$ cat config.mk
export PLATFORM = sky130hd
export DESIGN_NAME = fetch_queue
export DESIGN_NICKNAME = d
export VERILOG_FILES = /design/src/rtl/fetch_queue.sv
export SDC_FILE = /design/constraint.sdc
export NUM_CORES = 1
export LEC_CHECK = 0
export CELL_PAD_IN_SITES_DETAIL_PLACEMENT = 1
export CELL_PAD_IN_SITES_GLOBAL_PLACEMENT = 2
export CORE_MARGIN = 10
export CORE_UTILIZATION = 38
export CTS_CLUSTER_SIZE = 24
export DETAILED_ROUTE_END_ITERATION = 8
export HOLD_SLACK_MARGIN = 0.05
export PLACE_DENSITY_LB_ADDON = 0.1
export RECOVER_POWER = 50
export SLEW_MARGIN = 20
export SYNTH_ARGS = -nofsm -noshare
export SYNTH_HDL_FRONTEND = slang
export SYNTH_SLANG_ARGS = --single-unit
$ cat constraint.sdc
create_clock -name CLK -period 2.4 [get_ports CLK]
set_input_delay 0.48 -clock CLK [delete_from_list [all_inputs] [get_ports CLK]]
set_output_delay 0.48 -clock CLK [all_outputs]
set_load 0.01 [all_outputs]
$ cat src/rtl/fetch_queue.sv
// fetch_queue: DEPTH-entry {instr, npc, PC} FIFO between fetch and decode, with one-cycle flush.
// Optional macro FETCHQ_BYPASS_EN adds a zero-latency empty-queue bypass. Revision: 1.0
`default_nettype none

module fetch_queue #(
    parameter int DEPTH  = 4,
    parameter int WORD_W = 32,
    parameter int CNT_W  = $clog2(DEPTH) + 1
) (
    input  logic              CLK,
    input  logic              nRST,
    input  logic              ihit,
    input  logic [WORD_W-1:0] imemload,
    input  logic [WORD_W-1:0] npc,
    input  logic [WORD_W-1:0] PC,
    input  logic              flush,
    input  logic              dec_ready,
    output logic [WORD_W-1:0] instr,
    output logic [WORD_W-1:0] pc,
    output logic [WORD_W-1:0] pcout,
    output logic              valid,
    output logic              full,
    output logic [CNT_W-1:0]  count
);

    localparam int PTR_W = $clog2(DEPTH);
    localparam int REC_W = 3 * WORD_W;

    logic [REC_W-1:0] mem_q [DEPTH];
    logic [PTR_W-1:0] rd_ptr_q, rd_ptr_d;
    logic [PTR_W-1:0] wr_ptr_q, wr_ptr_d;
    logic [CNT_W-1:0] count_q, count_d;

    logic             empty_w;
    logic             full_w;
    logic             bypass_w;
    logic             push_ok;
    logic             pop_ok;
    logic [REC_W-1:0] in_rec_w;
    logic [REC_W-1:0] head_w;

    assign in_rec_w = {imemload, npc, PC};
    assign empty_w  = (count_q == '0);
    assign full_w   = (count_q == CNT_W'(DEPTH));

`ifdef FETCHQ_BYPASS_EN
    // Empty queue with a same-cycle consumer: hand the record straight through.
    assign bypass_w = empty_w && ihit && dec_ready && !flush;
`else
    assign bypass_w = 1'b0;
`endif

    assign pop_ok  = dec_ready && !empty_w && !flush;
    assign push_ok = ihit && (!full_w || pop_ok) && !flush && !bypass_w;

    always_comb begin
        rd_ptr_d = rd_ptr_q;
        wr_ptr_d = wr_ptr_q;
        count_d  = count_q;
        if (flush) begin
            rd_ptr_d = '0;
            wr_ptr_d = '0;
            count_d  = '0;
        end else begin
            if (push_ok) wr_ptr_d = wr_ptr_q + PTR_W'(1);
            if (pop_ok)  rd_ptr_d = rd_ptr_q + PTR_W'(1);
            case ({push_ok, pop_ok})
                2'b10:   count_d = count_q + CNT_W'(1);
                2'b01:   count_d = count_q - CNT_W'(1);
                default: count_d = count_q;
            endcase
        end
    end

    always_ff @(posedge CLK or negedge nRST) begin
        if (!nRST) begin
            rd_ptr_q <= '0;
            wr_ptr_q <= '0;
            count_q  <= '0;
        end else begin
            rd_ptr_q <= rd_ptr_d;
            wr_ptr_q <= wr_ptr_d;
            count_q  <= count_d;
        end
    end

    // Entries survive a flush; only pointers and count are reset then.
    always_ff @(posedge CLK or negedge nRST) begin
        if (!nRST) begin
            for (int i = 0; i < DEPTH; i++) mem_q[i] <= '0;
        end else if (push_ok) begin
            mem_q[wr_ptr_q] <= in_rec_w;
        end
    end

    always_comb begin
        head_w = '0;
        if (bypass_w)      head_w = in_rec_w;
        else if (!empty_w) head_w = mem_q[rd_ptr_q];
    end

    assign instr = head_w[3*WORD_W-1:2*WORD_W];
    assign pc    = head_w[2*WORD_W-1:WORD_W];
    assign pcout = head_w[WORD_W-1:0];
    assign valid = !empty_w || bypass_w;
    assign full  = full_w;
    assign count = count_q;

endmodule

`default_nettype wire

==> results.md <==
- Routability congestion estimate: 0.704
- Final min period: 2760 ps
- Cell Pwr Density: 972 nW/um2
- Final Hold Fails: 0
- Final cycle utilization of the critical path: 115%
- Area of the mapped netlist: 18500 um2
- Dominant cells by area after synthesis: dfrtp_1, mux2_2, mux2_4, mux4_2, and2_1
- Via count: 10395
- Clk Latency, worst-skew pair: 570 ps
- TNS Setup: -24970 ps
- Largest net degree at the start of global routing: 88
- Post-DP HPWL: 30.2 mm
- Most frequent cell after synthesis: dfrtp_1
- Layout cell share with drive strength beyond 1: 58.3%
- Number of synthesized register bits: 391
- WS Path Type: flop to output pin
- # Max-Cap Violations: 0
- CTS tree: yes
- Failing checks: negative setup slack
- Post-Syn Instances: 1097
- P&R area growth vs syn: 28.4%
- Die area: 58000 um2
- Seq/Total Area, Yosys: 52.8%
- # rows: 80
- Crit path arrival time: 2280 ps
- Unrepaired setup endpoints after global routing: true
- Largest family of logic cells by synthesized area: multiplexers
- Ys async rst share: 100%
- Reg2reg start: count[2]$_DFFE_PN0P_
- Leakage power: 11.0 nW
- Remaining DRCs: 0
- Synth Net Count: 1203
- CTS root buf: clkbuf_16
- Post-synthesis compound-gate area fraction: 0.486%
- Leading area contributor after synthesis: dfrtp_1
- Initial Util: 38.6%
- CTS max path bufs: 3
- Core area: 48000 um2
- Yosys warns: 0
- Setup violations, final: 155
- Drt pass-1 iters: 4
- Vias in the first global route: 12196
- Initial antenna violation count: 4
- Chip Height: 241 um
- Worst setup path startpoint: rd_ptr_q[0]$_DFFE_PN0P_
- H-Tree Depth: 2
- CP required: 1920 ps
- First-pass GRT wire length: 76.3 mm
- Post-synth EDFFs: 0
- Worst Setup End Kind: output pin
- Fill cells: 4585
- Slew @ Worst Pin: 1330 ps
- F_max: 362 MHz
- Via density per instance: 5.15
- Worst min path class: flop to flop
- Simple-Gate Fraction of Synth Area: 4.29%
- Peak VDD IR: 0.561 mV
- Slew Viols, Final: 0
- CP max FO: 7
- Sink Count: 391
- XOR/XNOR Fraction of Synth Area: 0.189%
- Multi-input gate area: 8210 um2
- Start point of the worst hold path: mem_q[169]$_DFFE_PN0P_
- Post-synthesis mux area share: 37.9%
- Tot Pwr: 0.0232 W
- CP Launch Type: flop
- All-Layer GR Usage: 17.2%
- Global route overflow: 0
- Syn Area/Cell: 16.9 um2
- Num CTS Buffers: 45
- Clock Pin Slew Worst Setup and Hold Paths: 60 ps
- Synth top cells by count: dfrtp_1, mux2_2, mux2_4, and2_1, mux4_2
- Layout Nets: 1474
- Run status: complete, but fails checks
- # IOs: 202
- Die W: 241 um
- Unique masters post-synth: 35
- FF/Latch Area: 9790 um2
- WL/cell: 24.0 um
- Area fraction of the dominant cell type after synthesis: 52.8%
- Final ANT Viol Nets: 0
- Slack of the critical path: -364 ps
- Initial DRC Count: 459
- I/O Buffers: 201
- Rel. slew slack: 11.5%
- Final WL: 48.5 mm
- Most used DFF post-synth: dfrtp_1
- Adder-Cell Fraction of Synth Area: 0.378%
- Clock Skews: 10.2 ps
==> flip-flops by register name, indices dropped and copies added, names as in the netlist <==
register  cells
count         3
wr_ptr_q      2
rd_ptr_q      2
mem_q       384
==> what timing repair did <==
item | CTS | global route
resized for setup | 524 | 61
setup buffers | 29 | 8
hold buffers | 1 | 0
gates cloned | 8 | 0
pin swaps | 68 | 8
endpoints found under the hold margin | 36 | 0
endpoints found under the setup margin | 99 | 97
==> per-layer routing <==
metal	up-vias	global-route usage (%)	routed length, um
met5	-	0	26
li1	4565	-	-
met3	50	3.26	1770
met2	149	28.8	24200
met4	4	4.50	751
met1	5627	22.4	21800
==> cells in the final DEF, fill, tap and decap left out, types with 6 or more instances in the layout <==
cell / instances
and2_4: 69
mux2_2: 224
and2_1: 28
mux2_4: 144
buf_6: 80
buf_4: 26
mux4_2: 96
clkinv_2: 7
clkbuf_8: 14
buf_2: 33
buf_12: 45
dfrtp_1: 389
clkdlybuf4s50_1: 101
clkbuf_2: 6
mux2_1: 16
clkbuf_1: 11
clkbuf_16: 47
==> logic make-up (layout without fill, tap and decap cells) <==
group,after synthesis,count (layout)
other cells,0,1
fa+ha+maj,5,5
flops,391,391
compound gates,14,14
xor+xnor,4,4
mux,480,480
simple gates,118,118
buf+inv,85,392
==> critical path: stages (launching register included) <==
cell and delay (ps):
dfrtp_4 520, buf_12 160, buf_12 120, buf_12 130
buf_6 110, mux4_2 400, and2_4 150, buf_6 110
==> report_power, final <==
part / leakage [nW] / switching, W / internal (W) / total [W]
clock: 0.773 / 0.00281 / 0.00441 / 0.00722
combinational: 5.32 / 0.00233 / 0.00440 / 0.00673
sequential: 4.91 / 0.000888 / 0.00833 / 0.00922
==> final cells by class <==
cell class              count  area share (%)
diodes                      1          0.0105
clock buffers              70            5.85
clock inverters            13           0.720
inverters                   4          0.0630
multi-input cells         621            34.5
flip-flops and latches    391            41.1
well taps                 615            3.23
repair buffers            305            14.5
==> per-stage QoR <==
stage | instance area, um2 | cells | setup WS, ps | utilization, % | hold slack (ps)
after floorplan | 18600 | 1097 | 10.9 | - | 184
after global placement | 21700 | 1902 | -185 | 45.1 | 424
after detailed placement | 21700 | 1902 | -220 | 45.1 | 421
after CTS | 23800 | 2019 | -446 | 49.5 | 413
after global routing | 23800 | 2020 | -442 | 49.6 | 514
final | 23800 | 2020 | -364 | 49.6 | 488
==> final timing paths <==
path	endpoint	slack, ps	depth (start not counted)
worst max-delay path	instr[9]	-360	7
worst min-delay path	mem_q[169]$_DFFE_PN0P_	490	1
worst max register to register	count[2]$_DFFE_PN0P_	-50	7
worst min register to register	mem_q[169]$_DFFE_PN0P_	490	1
max in group asynchronous	rd_ptr_q[1]$_DFFE_PN0P_	130	3
min in group asynchronous	mem_q[353]$_DFFE_PN0P_	730	2
Power figures use the tool's default switching activity.
